===== src/rtl/ps2_keymap_decoder.sv =====
// ps2_keymap_decoder
//
// Decodes the scan-code set-2 byte stream from PS2_Controller into per-key
// held levels, press/release pulses and a software auto-repeat. Handles the
// E0 (extended), F0 (break) and E1 (pause, eight bytes) sequences. Lives in
// the CLOCK_50 domain; every output is registered and is valid the cycle
// after the strobe that carries a sequence's final byte.
//
// Input handshake: received_data is sampled only in cycles where
// received_data_en is 1. There is no ready/back-pressure, so every strobed
// byte is consumed in the cycle it arrives.
//
// Ports:
//   CLOCK_50          in   system clock
//   reset             in   synchronous, active-high reset
//   received_data     in   [7:0] byte from PS2_Controller
//   received_data_en  in   one-cycle strobe qualifying received_data
//   key_held          out  [NUM_KEYS-1:0] level, key i is down
//   key_press         out  [NUM_KEYS-1:0] pulse on first make or auto-repeat
//   key_release       out  [NUM_KEYS-1:0] pulse on break of a held key
//   any_held          out  OR of key_held
//   unmapped          out  pulse when a complete make matches no key
module ps2_keymap_decoder #(
    parameter int                      NUM_KEYS     = 5,
    parameter logic [8*NUM_KEYS-1:0]   KEYCODES     = {8'h29, 8'h74, 8'h6B, 8'h72, 8'h75},
    parameter logic [NUM_KEYS-1:0]     EXT_MASK     = 5'b01111,
    parameter int                      REPEAT_DELAY = 25_000_000,
    parameter int                      REPEAT_RATE  = 5_000_000
) (
    input  logic                CLOCK_50,
    input  logic                reset,
    input  logic [7:0]          received_data,
    input  logic                received_data_en,
    output logic [NUM_KEYS-1:0] key_held,
    output logic [NUM_KEYS-1:0] key_press,
    output logic [NUM_KEYS-1:0] key_release,
    output logic                any_held,
    output logic                unmapped
);

    localparam int RPT_MAX = (REPEAT_DELAY > REPEAT_RATE) ? REPEAT_DELAY : REPEAT_RATE;
    localparam int CNT_W   = (RPT_MAX > 1) ? $clog2(RPT_MAX) : 1;
    localparam int IDX_W   = (NUM_KEYS > 1) ? $clog2(NUM_KEYS) : 1;
    localparam bit RPT_EN  = (REPEAT_DELAY > 0);

    localparam logic [CNT_W-1:0] DELAY_LAST = CNT_W'(REPEAT_DELAY - 1);
    localparam logic [CNT_W-1:0] RATE_LAST  = CNT_W'(REPEAT_RATE - 1);

    typedef enum logic [2:0] {
        ST_IDLE,
        ST_EXT,
        ST_BRK,
        ST_EXT_BRK,
        ST_SKIP
    } parseState_t;

    parseState_t         parseState;
    logic [2:0]          skipCnt;

    // Auto-repeat engine: one tracked key, a shared counter, and a phase bit
    // selecting the initial delay or the steady repeat interval.
    logic                rptActive;
    logic                rptInRate;
    logic [CNT_W-1:0]    rptCnt;
    logic [IDX_W-1:0]    rptIdx;

    logic                makeEv;
    logic                breakEv;
    logic                evExt;
    logic [NUM_KEYS-1:0] matchVec;
    logic [NUM_KEYS-1:0] newPress;
    logic [NUM_KEYS-1:0] newRelease;
    logic [NUM_KEYS-1:0] heldNext;
    logic [NUM_KEYS-1:0] rptMask;
    logic [NUM_KEYS-1:0] repeatMask;
    logic [IDX_W-1:0]    firstIdx;
    logic                noMatch;
    logic                killRpt;
    logic                retarget;
    logic                rptFire;

    // Controller acknowledgements, self-test results and error bytes that
    // carry no key information when seen outside a prefix.
    function automatic logic isFiller(input logic [7:0] b);
        return b inside {8'hAA, 8'hFA, 8'hFE, 8'hEE, 8'h00, 8'hFF};
    endfunction

    always_comb begin
        makeEv     = 1'b0;
        breakEv    = 1'b0;
        evExt      = 1'b0;
        matchVec   = '0;
        firstIdx   = '0;
        rptMask    = '0;

        if (received_data_en) begin
            unique case (parseState)
                ST_IDLE: makeEv = !(received_data inside {8'hE0, 8'hF0, 8'hE1})
                                  && !isFiller(received_data);
                ST_EXT: begin
                    makeEv = (received_data != 8'hF0);
                    evExt  = 1'b1;
                end
                ST_BRK: breakEv = 1'b1;
                ST_EXT_BRK: begin
                    breakEv = 1'b1;
                    evExt   = 1'b1;
                end
                default: ;
            endcase
        end

        for (int i = 0; i < NUM_KEYS; i++) begin
            matchVec[i] = (received_data == KEYCODES[8*i +: 8]) && (evExt == EXT_MASK[i]);
            rptMask[i]  = (rptIdx == IDX_W'(i));
        end

        // A resend of an already-held key is typematic noise: no pulse.
        newPress   = makeEv  ? (matchVec & ~key_held) : '0;
        newRelease = breakEv ? (matchVec &  key_held) : '0;
        noMatch    = makeEv && (matchVec == '0);
        heldNext   = (key_held | newPress) & ~newRelease;

        // Lowest newly pressed index becomes the repeat target.
        for (int i = NUM_KEYS - 1; i >= 0; i--) begin
            if (newPress[i]) firstIdx = IDX_W'(i);
        end

        killRpt  = |(newRelease & rptMask);
        retarget = RPT_EN && (newPress != '0);
        rptFire  = RPT_EN && rptActive &&
                   (rptInRate ? (rptCnt == RATE_LAST) : (rptCnt == DELAY_LAST));

        // A fresh make takes priority over an expiry landing in the same cycle,
        // and a break of the tracked key suppresses its expiry.
        repeatMask = (rptFire && !retarget && !killRpt) ? rptMask : '0;
    end

    always_ff @(posedge CLOCK_50) begin
        if (reset) begin
            parseState  <= ST_IDLE;
            skipCnt     <= '0;
            key_held    <= '0;
            key_press   <= '0;
            key_release <= '0;
            any_held    <= 1'b0;
            unmapped    <= 1'b0;
            rptActive   <= 1'b0;
            rptInRate   <= 1'b0;
            rptCnt      <= '0;
            rptIdx      <= '0;
        end else begin
            if (received_data_en) begin
                unique case (parseState)
                    ST_IDLE: begin
                        if (received_data == 8'hE0) begin
                            parseState <= ST_EXT;
                        end else if (received_data == 8'hF0) begin
                            parseState <= ST_BRK;
                        end else if (received_data == 8'hE1) begin
                            // Pause key: E1 plus seven more bytes, none decoded.
                            parseState <= ST_SKIP;
                            skipCnt    <= 3'd7;
                        end
                    end
                    ST_EXT:     parseState <= (received_data == 8'hF0) ? ST_EXT_BRK : ST_IDLE;
                    ST_BRK:     parseState <= ST_IDLE;
                    ST_EXT_BRK: parseState <= ST_IDLE;
                    ST_SKIP: begin
                        if (skipCnt == 3'd1) parseState <= ST_IDLE;
                        skipCnt <= skipCnt - 3'd1;
                    end
                    default:    parseState <= ST_IDLE;
                endcase
            end

            key_held    <= heldNext;
            key_press   <= newPress | repeatMask;
            key_release <= newRelease;
            any_held    <= |heldNext;
            unmapped    <= noMatch;

            if (retarget) begin
                rptActive <= 1'b1;
                rptInRate <= 1'b0;
                rptCnt    <= '0;
                rptIdx    <= firstIdx;
            end else if (killRpt) begin
                rptActive <= 1'b0;
                rptInRate <= 1'b0;
                rptCnt    <= '0;
            end else if (rptActive) begin
                if (rptFire) begin
                    rptInRate <= 1'b1;
                    rptCnt    <= '0;
                end else begin
                    rptCnt <= rptCnt + 1'b1;
                end
            end
        end
    end

endmodule


===== config.mk =====
export PLATFORM = sky130hd
export DESIGN_NAME = ps2_keymap_decoder
export DESIGN_NICKNAME = d
export VERILOG_FILES = /design/src/rtl/ps2_keymap_decoder.sv
export SDC_FILE = /design/constraint.sdc
export NUM_CORES = 1
export LEC_CHECK = 0
export CORE_ASPECT_RATIO = 0.9
export CORE_UTILIZATION = 25
export DETAILED_ROUTE_END_ITERATION = 8
export SYNTH_ARGS = -nofsm -noshare
export SYNTH_HDL_FRONTEND = slang
export SYNTH_SLANG_ARGS = --single-unit

===== constraint.sdc =====
create_clock -name CLOCK_50 -period 5.6 [get_ports CLOCK_50]
set_input_delay 1.12 -clock CLOCK_50 [delete_from_list [all_inputs] [get_ports CLOCK_50]]
set_output_delay 1.12 -clock CLOCK_50 [all_outputs]
set_load 0.01 [all_outputs]

==> results of run 1 <==
## cell type report
type,instances,area share (%)
inverter,8,0.879
timing repair buffer,27,7.91
sequential,53,31.1
tap,152,5.57
clock buffer,6,4.07
multi-input combinational,256,50.1
clock inverter,2,0.403
## cell usage in the layout, fill, tap and decap left out, types with 3 or more instances in the layout
cell type / count
o2111ai_1: 3
and3_1: 7
o21ai_0: 8
nor4_1: 8
nor2b_1: 5
nand4b_1: 3
dfxtp_1: 53
nand4bb_1: 3
a211oi_1: 4
nor4b_1: 5
nand3b_1: 3
a21oi_1: 13
ha_1: 3
nor3_1: 31
a31oi_1: 4
nand2_1: 26
xnor2_1: 3
inv_1: 8
nor3b_1: 7
nand2b_1: 4
clkbuf_16: 5
xor2_1: 21
or3_1: 3
nand3_1: 22
clkdlybuf4s50_1: 27
and2_1: 4
nand4_1: 11
nor2_1: 13
## through the flow
step                      hold slack, ps  area (um^2)  power, mW
after floorplan                      466         2900      0.413
after global placement               486         3260      0.427
after detailed placement             502         3260      0.428
after CTS                            512         3420      0.743
after global routing                 534         3420      0.764
final                                508         3420      0.734
## worst max-delay path, cell delays in order
cell             delay [ps]
clkdlybuf4s50_1         760
nor4b_1                 570
o21bai_1                150
a211oi_1                350
o31a_2                  650
o32ai_1                 190
## cells in the mapped netlist (all sizes together) (5+ instances only)
master / instances / share of area, %
and3: 7 / 1.5
xor2: 21 / 6.3
nand4: 13 / 3.2
nor4: 10 / 2.9
o21ai: 10 / 1.7
inv: 8 / 1.0
nand3: 22 / 3.8
nor2b: 5 / 1.1
nor2: 13 / 1.7
a21oi: 13 / 2.2
dfxtp: 53 / 37
nand2: 26 / 3.4
nor3b: 7 / 1.8
nor3: 32 / 5.7
buf: 12 / 3.1
nor4b: 5 / 1.5
## sequential cells by signal (all words and copies together) (netlist names)
name,flops
unmapped,1
key_held,5
rptIdx,3
skipCnt,3
rptActive,1
parseState,3
rptCnt,25
any_held,1
key_release,5
key_press,5
rptInRate,1
## logic make-up after synthesis
logic type      count (synthesis)  share of synthesized area, %
xor+xnor                       24                          7.24
compound gates                 55                          14.2
flops                          53                          36.6
fa+ha+maj                       3                          1.29
buf+inv                        23                          4.48
simple gates                  174                          36.3
## final timing paths
path | slack [ps] | endpoint | from | cells past startpoint
min | 510 | skipCnt[0] | skipCnt[0] | 1
max reg2reg | 3090 | key_press[4] | parseState[2] | 5
min reg2reg | 510 | skipCnt[0] | skipCnt[0] | 1
max | 1950 | key_press[4] | received_data[1] | 6
## report_power, final
part           internal [mW]  switching (mW)  total (mW)  leakage (nW)
logic                 0.0151          0.0258      0.0408         0.615
registers              0.378        0.000990       0.379         0.427
clock network          0.178           0.136       0.315        0.0768
total                  0.571           0.163       0.734          1.12
## layer usage
metal	vias up	part of all wire, %	wire length [um]
li1	1282	-	-
met1	1259	49	3510
met2	72	44	3150
met3	7	5.1	365
met4	0	1.8	129
met5	-	0	0
==> key figures, run 1 <==
Status
  – Status: finished, final reports clean

Clock tree
  – CTS tree: yes
  – Clock tree buffer depth: 2
  – Clock Sink Count: 53
  – Clock latency on the worst-skew pair: 290 ps
  – TritonCTS buffer count: 5
  – Cts repair resizes: 0
  – CTS root buf: clkbuf_16
  – Htree depth: 2
  – Post-CTS Hold Buffers: 0
  – CTS clk-pin slew, worst paths: 70 ps
  – Postcts setup bufs: 0

STA
  – Layout Skew: 4.54 ps
  – Max Slew Vio Count: 0
  – RSZ-0062 raised after global routing: no
  – Endpoints failing hold: 0
  – Final Critical Period: 3650 ps
  – Slew HR: 46.4%
  – Setup TNS: 0 ps
  – Tcrit/Tclk final: 65.2%
  – Max Freq: 0.274 GHz
  – Slew @ Worst Pin: 801 ps
  – Final worst setup slack: 1950 ps
  – Setup violations, final: 0

Drt
  – # DRC: 0
  – Post-DRT Antenna Nets: 0
  – Post-DR wirelength/cell: 14.2 um
  – 1st-pass router iterations: 5
  – Total vias in the final route: 2620
  – DRT Wirelength: 7.16 mm
  – DR vias/cell: 5.20
  – Initial DRC count: 176

Yosys
  – Sequential share of the synthesized area: 36.6%
  – Ys Warns: 0
  – Synth Flop Type: dfxtp_1
  – Synthesized net count: 346
  – Number of distinct library cells after synthesis: 64
  – Post-Synthesis Cell Area: 2900 um^2
  – Syn avg cell area: 8.74 um^2
  – Post-synthesis async set-or-reset flop share: 0%
  – Number of synthesized flops with an enable pin: 0
  – Gate Count Post-Synth: 332
  – Seq cells post-synth: 53

Finish
  – Antenna Cells: 0
  – Layout fillers: 1174
  – Layout cell share with drive strength beyond 1: 6.25%
  – Area of the multi-input gates: 1710 um^2
  – Number of nets in the layout: 365
  – Final non-filler cell total: 504
  – Fin util: 30.8%
  – Reg area: 1060 um^2
  – Area Overhead vs Synth: 17.7%

Global routing
  – First-pass GRT wire length: 12.2 mm
  – Vias in the first global route: 2510
  – Initial antenna violation count: 0
  – GR Util All Layers: 12.7%
  – Grt ovf: 0
  – Gr busiest metal: met2
  – Largest net degree at the start of global routing: 33
  – Met1 Track Usage GR: 17.9%
  – Met2 usage: 18.5%
  – GR Layer Usage met3: 2.56%

Placement
  – IO buf count: 27
  – GPL Wtd Cong: 0.879
  – DP Wirelength: 5.19 mm
  – DP Worst Slack: 1640 ps
  – Total placed cells including tap cells: 496

Power and ir drop
  – Peak VDD IR: 0.000113 V
  – Pwr Density: 215 nW/um^2
  – LEAKAGE: 1.12 nW

Floorplanning
  – Initial Utilization: 26.2%
  – Top-Level Pins: 28
  – Core area: 11100 um^2
  – Die X: 116 um
  – Die footprint: 12000 um^2
  – Die Y: 104 um
  – # rows: 36

Critical path
  – Crit start category: primary input
  – Arrival @ worst endpoint: 3800 ps
  – Worst Setup End Kind: flip-flop
  – CP Max Fanout: 32
  – Setup CP Type: in2reg
  – WP data required: 5750 ps

Flow run
  – Number of max-cap violations: 0

Min path
  – HP Class: reg2reg
(Power assumes the default switching activity.)
==> inputs of run 2 (changes only) <==
==> constraint.sdc (replaced) <==
create_clock -name CLOCK_50 -period 3.6 [get_ports CLOCK_50]
set_input_delay 0.72 -clock CLOCK_50 [delete_from_list [all_inputs] [get_ports CLOCK_50]]
set_output_delay 0.72 -clock CLOCK_50 [all_outputs]
set_load 0.01 [all_outputs]
==> key figures, run 2 (synthesis gave the netlist of run 1 again) <==
Finish
  – Reg area: 1060 um^2
  – Final non-filler cell total: 509
  – Area Overhead vs Synth: 20.0%
  – Commonest cells after routing, fill and taps aside: dfxtp_1 (53), nor3_1 (31), clkdlybuf4s50_1 (27)
  – Max reg flops: 25
  – Most common cell after layout, fill and taps aside: dfxtp_1
  – Antenna Cells: 0
  – Layout fillers: 1189
  – Fin area: 3480 um^2
  – Layout cell share with drive strength beyond 1: 7.56%
  – Fin util: 31.4%
  – Area of the multi-input gates: 1710 um^2
  – Number of nets in the layout: 370
  – Reg with most FFs: rptCnt

STA
  – Final worst setup slack: 584 ps
  – RSZ-0062 raised after global routing: no
  – Max Slew Vio Count: 0
  – Setup TNS: 0 ps
  – Final Critical Period: 3020 ps
  – Slew @ Worst Pin: 728 ps
  – Tcrit/Tclk final: 83.8%
  – Max Freq: 0.332 GHz
  – Fin Hold WS: 500 ps
  – Endpoints failing hold: 0
  – Slew HR: 51.1%
  – Setup violations, final: 0
  – Layout Skew: 9.38 ps

Critical path
  – Crit path from: received_data[1]
  – R2R setup slack: 1260 ps
  – Most used cell, CP: nor3_1
  – WP data required: 3760 ps
  – CP Max Fanout: 19
  – Critical Path Sink: rptCnt[17]
  – Slowest CP cell: clkdlybuf4s50_1
  – R2R Path Start: rptActive
  – Arrival @ worst endpoint: 3180 ps
  – Critical Path Max Stage Delay: 660 ps
  – Worst Setup End Kind: flip-flop
  – Worst reg-to-reg path cell count: 5
  – Setup CP Type: in2reg
  – Crit start category: primary input
  – Worst r2r dst: rptCnt[18]
  – Critical-path cell list: clkdlybuf4s50_1 > nor4b_1 > nand2_1 > nor3_1 > o31a_2 > buf_12 > nor3_1

Placement
  – DP Wirelength: 5.38 mm
  – DP Worst Slack: 273 ps
  – GPL Wtd Cong: 0.839
  – IO buf count: 27
  – Total placed cells including tap cells: 501
  – Dpl cell area: 3310 um^2

Power and ir drop
  – Pwr Density: 347 nW/um^2
  – LEAKAGE: 1.15 nW
  – Final Power: 1.21 mW
  – Peak VDD IR: 0.000228 V

Floorplanning
  – Die footprint: 12000 um^2
  – Initial Utilization: 26.2%
  – Top-Level Pins: 28
  – Die X: 116 um
  – Core area: 11100 um^2
  – Die Y: 104 um
  – # rows: 36

Drt
  – Total vias in the final route: 2635
  – # DRC: 0
  – Post-DR wirelength/cell: 14.3 um
  – 1st-pass router iterations: 4
  – Initial DRC count: 214
  – DR vias/cell: 5.18
  – DRT Wirelength: 7.26 mm
  – Post-DRT Antenna Nets: 0

Status
  – Status: finished, final reports clean

Clock tree
  – Cts repair resizes: 0
  – Clock tree buffer depth: 2
  – CTS clk-pin slew, worst paths: 70 ps
  – Postcts setup bufs: 0
  – Clock Sink Count: 53
  – Post-CTS Hold Buffers: 0
  – Clock latency on the worst-skew pair: 300 ps
  – CTS tree: yes
  – TritonCTS buffer count: 5
  – CTS root buf: clkbuf_16
  – Htree depth: 2

Flow run
  – Number of max-cap violations: 0

Global routing
  – Largest net degree at the start of global routing: 21
  – Initial antenna violation count: 0
  – First-pass GRT wire length: 12.2 mm
  – GR Util All Layers: 12.8%
  – Grt ovf: 0
  – Vias in the first global route: 2441

Min path
  – HP Class: reg2reg
run 2: critical path: cells and delay by family:
| kind | cells | cell delay [ps] |
|---|---|---|
| and+or+nand+nor | 4 | 1160 |
| buffers and inverters | 2 | 860 |
| AOI/OAI and AO/OA | 1 | 420 |
run 2: area by class of cell:
cell class	instances	share of cell area [%]
clock buffer	5	3.59
multi-input combinational	256	49.2
tap	152	5.46
clock inverter	3	1.26
sequential	53	30.5
timing repair buffer	32	9.20
inverter	8	0.862
run 2: worst min-delay path by stage:
| stage | from | end | slack (ps) | cells after the start |
|---|---|---|---|---|
| 3_3_place_gp | skipCnt[0] | skipCnt[0] | 490 | 1 |
| 3_5_place_dp | skipCnt[1] | skipCnt[1] | 500 | 2 |
| 4_1_cts | skipCnt[1] | skipCnt[1] | 510 | 2 |
| 5_1_grt | skipCnt[1] | skipCnt[1] | 540 | 2 |
| 6_report | skipCnt[1] | skipCnt[1] | 500 | 2 |
| 2_1_floorplan | skipCnt[0] | skipCnt[0] | 470 | 1 |
run 2: metal layers:
| layer | share of wire [%] | wire [um] | global-route usage [%] |
|---|---|---|---|
| met5 | 0 | 0 | 0 |
| met4 | 1.3 | 92 | 4.08 |
| met3 | 6.0 | 436 | 2.74 |
| met2 | 44 | 3170 | 18.6 |
| met1 | 49 | 3570 | 18.6 |
run 2: report_power, final:
part	internal [mW]	switching, mW	leakage (nW)
combinational	0.0258	0.0411	0.643
clock	0.330	0.223	0.0842
sequential	0.587	0.00150	0.427
total	0.943	0.265	1.15
